**src/rtl/uc_menu_navegavel_if.sv**
```systemverilog
// Menu controller bundle: button/sender/game inputs and screen/handshake outputs.
// master: the menu controller (drives envia_dados, iniciar, screen code, debug state).
// slave : the surrounding system (jogada register, serial sender, base game).
interface uc_menu_navegavel_if #(
    parameter int unsigned TELA_W   = 8,
    parameter int unsigned CURSOR_W = 2
);
    logic                ocorreu_jogada;
    logic                tiro;
    logic                especial;
    logic                fim_envia_dados;
    logic                pronto;
    logic                reset_reg_jogada;
    logic                enable_reg_jogada;
    logic                envia_dados;
    logic                iniciar;
    logic                jogo_base_em_andamento;
    logic                timeout_menu;
    logic [CURSOR_W-1:0] cursor;
    logic [TELA_W-1:0]   tela_renderizada;
    logic [3:0]          db_estado;

    modport master (
        input  ocorreu_jogada, tiro, especial, fim_envia_dados, pronto,
        output reset_reg_jogada, enable_reg_jogada, envia_dados, iniciar,
               jogo_base_em_andamento, timeout_menu, cursor, tela_renderizada, db_estado
    );

    modport slave (
        output ocorreu_jogada, tiro, especial, fim_envia_dados, pronto,
        input  reset_reg_jogada, enable_reg_jogada, envia_dados, iniciar,
               jogo_base_em_andamento, timeout_menu, cursor, tela_renderizada, db_estado
    );
endinterface

```
**src/rtl/uc_menu_navegavel.sv**
```systemverilog
// Menu controller for AstroGenius: moves a cursor over the main menu, opens info
// pages, starts the base game and walks the end-of-game screens. Every screen change
// is one envia_dados/fim_envia_dados handshake; idle inactivity returns to the menu.
// Ports:
//   clock, reset : system clock, asynchronous active-high reset
//   bus (master) : ocorreu_jogada/tiro/especial, fim_envia_dados, pronto in;
//                  jogada register control, envia_dados, iniciar, jogo_base_em_andamento,
//                  timeout_menu, cursor, tela_renderizada, db_estado out
module uc_menu_navegavel #(
    parameter int unsigned TELA_W   = 8,
    parameter int unsigned N_OPCOES = 4,
    parameter int unsigned CURSOR_W = 2,
    parameter int unsigned OPC_BASE = 3,
    parameter int unsigned TIMEOUT  = 50_000_000
) (
    input  logic                 clock,
    input  logic                 reset,
    uc_menu_navegavel_if.master  bus
);
    localparam int unsigned TIMER_W = (TIMEOUT > 1) ? $clog2(TIMEOUT) : 1;

    typedef enum logic [3:0] {
        S_INICIAL      = 4'd0,
        S_MENU         = 4'd1,
        S_REGISTRA     = 4'd2,
        S_DECIDE       = 4'd3,
        S_ENVIA        = 4'd4,
        S_ESPERA_ENVIA = 4'd5,
        S_INICIAR      = 4'd6,
        S_ESPERA_JOGO  = 4'd7,
        S_TELA_FINAL   = 4'd8,
        S_REG_PONT     = 4'd9,
        S_OPCAO        = 4'd10,
        S_ERRO         = 4'd15
    } estado_t;

    estado_t             state_q, state_d;
    estado_t             dest_q, dest_d;
    estado_t             origem_q, origem_d;
    logic [CURSOR_W-1:0] cursor_q, cursor_d;
    logic [TELA_W-1:0]   tela_q, tela_d;
    logic [TIMER_W-1:0]  timer_q, timer_d;
    logic                timeout_q, timeout_d;
    logic                ocioso;
    logic                armado;

    // Idle states accept button events; the timer only runs in armed idle states.
    always_comb begin
        ocioso = (state_q == S_MENU) || (state_q == S_TELA_FINAL) ||
                 (state_q == S_REG_PONT) || (state_q == S_OPCAO);
        armado = (TIMEOUT != 0) &&
                 ((state_q == S_TELA_FINAL) || (state_q == S_REG_PONT) ||
                  (state_q == S_OPCAO) || ((state_q == S_MENU) && (cursor_q != '0)));
    end

    // State and datapath registers.
    always_ff @(posedge clock or posedge reset) begin
        if (reset) begin
            state_q   <= S_INICIAL;
            dest_q    <= S_MENU;
            origem_q  <= S_MENU;
            cursor_q  <= '0;
            tela_q    <= TELA_W'(1);
            timer_q   <= '0;
            timeout_q <= 1'b0;
        end else begin
            state_q   <= state_d;
            dest_q    <= dest_d;
            origem_q  <= origem_d;
            cursor_q  <= cursor_d;
            tela_q    <= tela_d;
            timer_q   <= timer_d;
            timeout_q <= timeout_d;
        end
    end

    // Next state; a screen change loads tela/dest together with the move to ENVIA.
    always_comb begin
        state_d   = state_q;
        dest_d    = dest_q;
        origem_d  = origem_q;
        cursor_d  = cursor_q;
        tela_d    = tela_q;
        timer_d   = '0;
        timeout_d = 1'b0;
        case (state_q)
            S_INICIAL: begin
                tela_d  = TELA_W'(1);
                dest_d  = S_MENU;
                state_d = S_ENVIA;
            end
            S_MENU, S_TELA_FINAL, S_REG_PONT, S_OPCAO: begin
                // A jogada in the same cycle as the timeout takes precedence.
                if (bus.ocorreu_jogada) begin
                    origem_d = state_q;
                    state_d  = S_REGISTRA;
                end else if (armado) begin
                    if (timer_q == TIMER_W'(TIMEOUT - 1)) begin
                        timeout_d = 1'b1;
                        cursor_d  = '0;
                        tela_d    = TELA_W'(1);
                        dest_d    = S_MENU;
                        state_d   = S_ENVIA;
                    end else begin
                        timer_d = timer_q + TIMER_W'(1);
                    end
                end
            end
            S_REGISTRA: state_d = S_DECIDE;
            S_DECIDE: begin
                state_d = origem_q;
                case (origem_q)
                    S_MENU: begin
                        if (bus.tiro) begin
                            if (cursor_q == '0) begin
                                state_d = S_INICIAR;
                            end else begin
                                tela_d  = TELA_W'(OPC_BASE) + TELA_W'(cursor_q);
                                dest_d  = S_OPCAO;
                                state_d = S_ENVIA;
                            end
                        end else if (bus.especial) begin
                            cursor_d = (cursor_q == CURSOR_W'(N_OPCOES - 1)) ? '0
                                                                             : cursor_q + CURSOR_W'(1);
                            tela_d   = TELA_W'(1);
                            dest_d   = S_MENU;
                            state_d  = S_ENVIA;
                        end
                    end
                    S_TELA_FINAL: begin
                        if (bus.tiro) begin
                            tela_d  = TELA_W'(3);
                            dest_d  = S_REG_PONT;
                            state_d = S_ENVIA;
                        end else if (bus.especial) begin
                            cursor_d = '0;
                            tela_d   = TELA_W'(1);
                            dest_d   = S_MENU;
                            state_d  = S_ENVIA;
                        end
                    end
                    S_REG_PONT: begin
                        if (bus.tiro) begin
                            cursor_d = '0;
                            tela_d   = TELA_W'(1);
                            dest_d   = S_MENU;
                            state_d  = S_ENVIA;
                        end
                    end
                    S_OPCAO: begin
                        if (!bus.tiro && bus.especial) begin
                            tela_d  = TELA_W'(1);
                            dest_d  = S_MENU;
                            state_d = S_ENVIA;
                        end
                    end
                    default: state_d = S_ERRO;
                endcase
            end
            S_ENVIA:        state_d = S_ESPERA_ENVIA;
            S_ESPERA_ENVIA: if (bus.fim_envia_dados) state_d = dest_q;
            S_INICIAR: begin
                cursor_d = '0;
                state_d  = S_ESPERA_JOGO;
            end
            S_ESPERA_JOGO: begin
                if (bus.pronto) begin
                    tela_d  = TELA_W'(2);
                    dest_d  = S_TELA_FINAL;
                    state_d = S_ENVIA;
                end
            end
            S_ERRO:  state_d = S_ERRO;
            default: state_d = S_ERRO;
        endcase
    end

    // Moore outputs decoded from the state register.
    always_comb begin
        bus.reset_reg_jogada       = (state_q == S_INICIAL);
        bus.enable_reg_jogada      = (state_q == S_REGISTRA);
        bus.envia_dados            = (state_q == S_ENVIA);
        bus.iniciar                = (state_q == S_INICIAR);
        bus.jogo_base_em_andamento = (state_q == S_INICIAR) || (state_q == S_ESPERA_JOGO);
        bus.timeout_menu           = timeout_q;
        bus.cursor                 = cursor_q;
        bus.tela_renderizada       = tela_q;
        bus.db_estado              = state_q;
    end
endmodule

```
**src/flat_wrapper.sv**
```systemverilog
// flat-port wrapper written by rule: the top's interface ports become plain ports
module uc_menu_navegavel_flat 
#(
    parameter int unsigned TELA_W   = 8,
    parameter int unsigned N_OPCOES = 4,
    parameter int unsigned CURSOR_W = 2,
    parameter int unsigned OPC_BASE = 3,
    parameter int unsigned TIMEOUT  = 50_000_000
)
  (clock, reset, bus_ocorreu_jogada, bus_tiro, bus_especial, bus_fim_envia_dados, bus_pronto, bus_reset_reg_jogada, bus_enable_reg_jogada, bus_envia_dados, bus_iniciar, bus_jogo_base_em_andamento, bus_timeout_menu, bus_cursor, bus_tela_renderizada, bus_db_estado);
  uc_menu_navegavel_if #(.TELA_W(TELA_W), .CURSOR_W(CURSOR_W)) bus_i ();
  input  logic clock;
  input  logic reset;
  input wire logic [$bits(bus_i.ocorreu_jogada)-1:0] bus_ocorreu_jogada;
  input wire logic [$bits(bus_i.tiro)-1:0] bus_tiro;
  input wire logic [$bits(bus_i.especial)-1:0] bus_especial;
  input wire logic [$bits(bus_i.fim_envia_dados)-1:0] bus_fim_envia_dados;
  input wire logic [$bits(bus_i.pronto)-1:0] bus_pronto;
  output wire logic [$bits(bus_i.reset_reg_jogada)-1:0] bus_reset_reg_jogada;
  output wire logic [$bits(bus_i.enable_reg_jogada)-1:0] bus_enable_reg_jogada;
  output wire logic [$bits(bus_i.envia_dados)-1:0] bus_envia_dados;
  output wire logic [$bits(bus_i.iniciar)-1:0] bus_iniciar;
  output wire logic [$bits(bus_i.jogo_base_em_andamento)-1:0] bus_jogo_base_em_andamento;
  output wire logic [$bits(bus_i.timeout_menu)-1:0] bus_timeout_menu;
  output wire logic [$bits(bus_i.cursor)-1:0] bus_cursor;
  output wire logic [$bits(bus_i.tela_renderizada)-1:0] bus_tela_renderizada;
  output wire logic [$bits(bus_i.db_estado)-1:0] bus_db_estado;
  assign bus_i.ocorreu_jogada = bus_ocorreu_jogada;
  assign bus_i.tiro = bus_tiro;
  assign bus_i.especial = bus_especial;
  assign bus_i.fim_envia_dados = bus_fim_envia_dados;
  assign bus_i.pronto = bus_pronto;
  assign bus_reset_reg_jogada = bus_i.reset_reg_jogada;
  assign bus_enable_reg_jogada = bus_i.enable_reg_jogada;
  assign bus_envia_dados = bus_i.envia_dados;
  assign bus_iniciar = bus_i.iniciar;
  assign bus_jogo_base_em_andamento = bus_i.jogo_base_em_andamento;
  assign bus_timeout_menu = bus_i.timeout_menu;
  assign bus_cursor = bus_i.cursor;
  assign bus_tela_renderizada = bus_i.tela_renderizada;
  assign bus_db_estado = bus_i.db_estado;
  uc_menu_navegavel #(.TELA_W(TELA_W), .N_OPCOES(N_OPCOES), .CURSOR_W(CURSOR_W), .OPC_BASE(OPC_BASE), .TIMEOUT(TIMEOUT)) u_core (.clock(clock), .reset(reset), .bus(bus_i));
endmodule
```
**config.mk**
```make
export PLATFORM = sky130hd
export DESIGN_NAME = uc_menu_navegavel_flat
export DESIGN_NICKNAME = d
export VERILOG_FILES = /design/src/rtl/uc_menu_navegavel_if.sv /design/src/rtl/uc_menu_navegavel.sv /design/src/flat_wrapper.sv
export SDC_FILE = /design/constraint.sdc
export NUM_CORES = 1
export LEC_CHECK = 0
export CAP_MARGIN = 10
export CORE_ASPECT_RATIO = 0.5
export CORE_MARGIN = 2
export CORE_UTILIZATION = 57
export DETAILED_ROUTE_END_ITERATION = 12
export PLACE_DENSITY_LB_ADDON = 0.2
export SYNTH_ARGS = -nofsm -noshare
export SYNTH_HDL_FRONTEND = slang
export SYNTH_SLANG_ARGS = --single-unit
export TNS_END_PERCENT = 10
```
**constraint.sdc**
```tcl
create_clock -name clock -period 3.41 [get_ports clock]
set_clock_uncertainty 0.15 [all_clocks]
set_input_delay 0.682 -clock clock [delete_from_list [all_inputs] [get_ports clock]]
set_output_delay 0.682 -clock clock [all_outputs]
set_load 0.01 [all_outputs]
```
==> summary.md <==
| Metric | Value |
|---|---|
| Worst path cell trace | `ha_1, nand4_1, nor4_2, or4b_4, a211oi_4, nand2_1, a21bo_1` |
| Root Buffer | `clkbuf_8` |
| Mapped Cells | `303` |
| Global Route Usage Sum | `0.242` |
| Final hold violation count | `0` |
| Core area | `4490 sq um` |
| Cell count after placement | `386` |
| Worst Path Required | `about 3.5 ns` |
| Slew @ Worst Pin | `between 0.9 and 1 ns` |
| Synth area leader | `dfrtp_1` |
| R2r worst-path depth | `7` |
| Min-delay worst type | `flop to flop` |
| DR pass1 iterations | `4` |
| Diode count | `0` |
| Final worst path period share | `0.834` |
| Slew headroom | `0.337` |
| Mean Syn Cell Area | `~9 sq um` |
| Chip width | `102 um` |
| Maximum clock frequency | `about 0.35 GHz` |
| Net Sw Frac | `0.393` |
| Most common cell after layout, fill and taps aside | `nor2_1` |
| Post-route DRC | `0` |
| # clock sinks | `slightly below 50` |
| Total congestion overflow | `0` |
| Vias/cell | `between 5 and 6` |
| CP Max Fanout | `8` |
| Tightest hold margin | `around 0.34 ns` |
| Pin count of the biggest net entering global routing | `50` |
| Detailed Place HPWL | `slightly above 4000 um` |
| Design Power | `between 1.5 and 2 mW` |
| Share of layout cells above drive strength 1 | `0.0732` |
| Post-CTS setup buffer count | `0` |
| Post-synthesis async set-or-reset flop share | `1.00` |
| Total negative setup slack | `0 ns` |
| FP Rows | `17` |
| Crit path DAT | `2.89 ns` |
| Final Max Tran Viols | `0` |
| Setup Viol. Count Final | `0` |
| Final wirelength | `between 5000 and 6000 um` |
| Clock Latency Late Sink | `around 0.30 ns` |
| Post-synth top flop | `dfrtp_1` |
| YS warnings | `0` |
| Top-area cell type share of the netlist area | `0.424` |
| Critical Path Max Stage Delay | `~0.55 ns` |
| FF+latch count, synth | `49` |
| Seq/Total Area, Yosys | `0.453` |
| Ports | `27` |
| Non-Filler Instances | `about 390` |
| Initial cell density of the core | `0.605` |
| Internal power | `roughly 1.2 mW` |
| Outcome | `complete, no violations` |
| Clock buffer count from CTS | `5` |
| Via count | `2252` |
| Hold path depth | `1` |
| Synth top area cells | `dfrtp_1, nor2_1, xor2_1, nand2_1, xnor2_1` |
| CP Launch Type | `flop` |
| Post-route ant nets | `0` |
| Clock slew at reported path FFs | `around 0.09 ns` |
| Die ar. | `about 5400 sq um` |
| Post-CTS sizing | `0` |
| Unrepaired setup endpoints after global routing | `false` |
| Crit path kind | `flop to flop` |
| Leakage | `roughly 1.3 nW` |
| Final worst path period need | `roughly 2.8 ns` |
| H-Tree Depth | `2` |
| Final #Nets | `~340` |
| Sequential power share | `0.399` |
| Syn Nets | `314` |
| Port buffer count | `26` |
| Critical Path Slowest Stage Cell | `or4b_4` |
| Die height | `about 53 um` |
| Max-cap violations | `0` |
| Max rail drop VDD | `about 0.00023 V` |
| Post-cts hold buffer count | `0` |
| Clock tree buffer depth | `2` |
| Most frequent cells in the layout | `nor2_1, dfrtp_1, nand2_1` |
| P per Cell Area | `between 600 and 700 nW/um^2` |
| Vias in the first global route | `between 2000 and 2500` |
| Switch Pwr | `about 760 uW` |
| EDFF count, synth | `0` |
| CTS tree | `done` |
| Antenna violations before repair | `0` |
| Global-route wire length before repair | `~10000 um` |
| Crit. End Element | `flop` |
| Wire per inst | `14.7 um` |
| Post-synth design cell area | `2720 sq um` |
| Clk network pwr share | `0.176` |
| RD Place Congestion | `slightly above 0.9` |
| P&R area growth vs syn | `15.0%` |
| Combinational fraction of design power | `0.425` |
| Synth unique cells | `50` |
| Initial drt markers | `between 100 and 150` |
-- cell families after synthesis --
group	count (synthesis)	share of synthesized area
AOI/OAI and AO/OA	50	0.124
muxes	7	0.0276
buffers and inverters	23	0.0322
DFF	49	0.453
and+or+nand+nor	145	0.263
xor gates and xnor gates	24	0.0774
adders and majority gates	5	0.0221
-- power by group through the flow --
stage          Combinational [mW]  Clock, mW  Sequential (mW)
6_report                    0.822      0.340            0.771
5_1_grt                     0.909      0.368            0.784
4_1_cts                     0.816      0.349            0.768
3_5_place_dp                0.812          0            0.778
3_3_place_gp                0.796          0            0.773
2_1_floorplan               0.568          0            0.739
-- metal layers --
metal  wire (um)  global-route usage  vias up
li1            -                   -     1087
met1        2600               0.328     1073
met2        2740               0.385       81
met3         377              0.0533       11
met4          75              0.0923        0
met5           0                   0        -
-- state kept, by name, indices dropped and copies added, names as in the netlist --
register / cells
u_core.bus.cursor: 2
u_core.bus.timeout_menu: 1
u_core.dest_q: 4
u_core.origem_q: 4
u_core.bus.tela_renderizada: 8
u_core.bus.db_estado: 4
u_core.timer_q: 26
-- metrics by stage --
stage | setup slack (ns) | util | instance area, sq um
3_5_place_dp | 0.353 | 0.677 | 3040
4_1_cts | 0.595 | 0.696 | 3120
5_1_grt | 0.388 | 0.696 | 3120
3_3_place_gp | 0.429 | 0.677 | 3040
6_report | 0.565 | 0.696 | 3120
2_1_floorplan | 0.841 | - | 2720
-- cell usage after synthesis (5+ instances only) --
library cell  number
nand3_1           15
nand2_1           28
and3_1             5
xor2_1            13
nor2b_1            8
clkbuf_1          11
nand2b_1          10
nor3_1             5
nor2_1            48
and2_1             7
dfrtp_1           46
a21oi_1           13
inv_1             10
o21ai_0           12
xnor2_1           11
-- final cells by class --
class / instances / area, sq um
clock buffer: 7 / 76.3
clock inverter: 1 / 7.51
fill: 346 / 1370
inverter: 10 / 37.5
multi-input combinational: 231 / 1400
sequential: 49 / 1230
tap: 66 / 82.6
timing repair buffer: 30 / 290
-- final timing paths --
path	slack, ns	from	end
setup / recovery	0.56	u_core.timer_q[0]	u_core.dest_q[1]
hold / removal	0.34	u_core.bus.tela_renderizada[4]	u_core.bus.tela_renderizada[4]
setup reg to reg	0.56	u_core.timer_q[0]	u_core.dest_q[1]
hold reg to reg	0.34	u_core.bus.tela_renderizada[4]	u_core.bus.tela_renderizada[4]
max in group asynchronous	1.72	reset	u_core.timer_q[0]
min in group asynchronous	0.78	reset	u_core.timer_q[22]
-- worst max-delay path, delay by kind of cell, from the launching register on --
kind,cells,cell delay (ns)
adder cells (fa/ha/maj),1,0.26
flip-flops,1,0.42
AO/OA/AOI/OAI,2,0.57
AND/OR/NAND/NOR,4,1.35
Power figures use the tool's default switching activity.
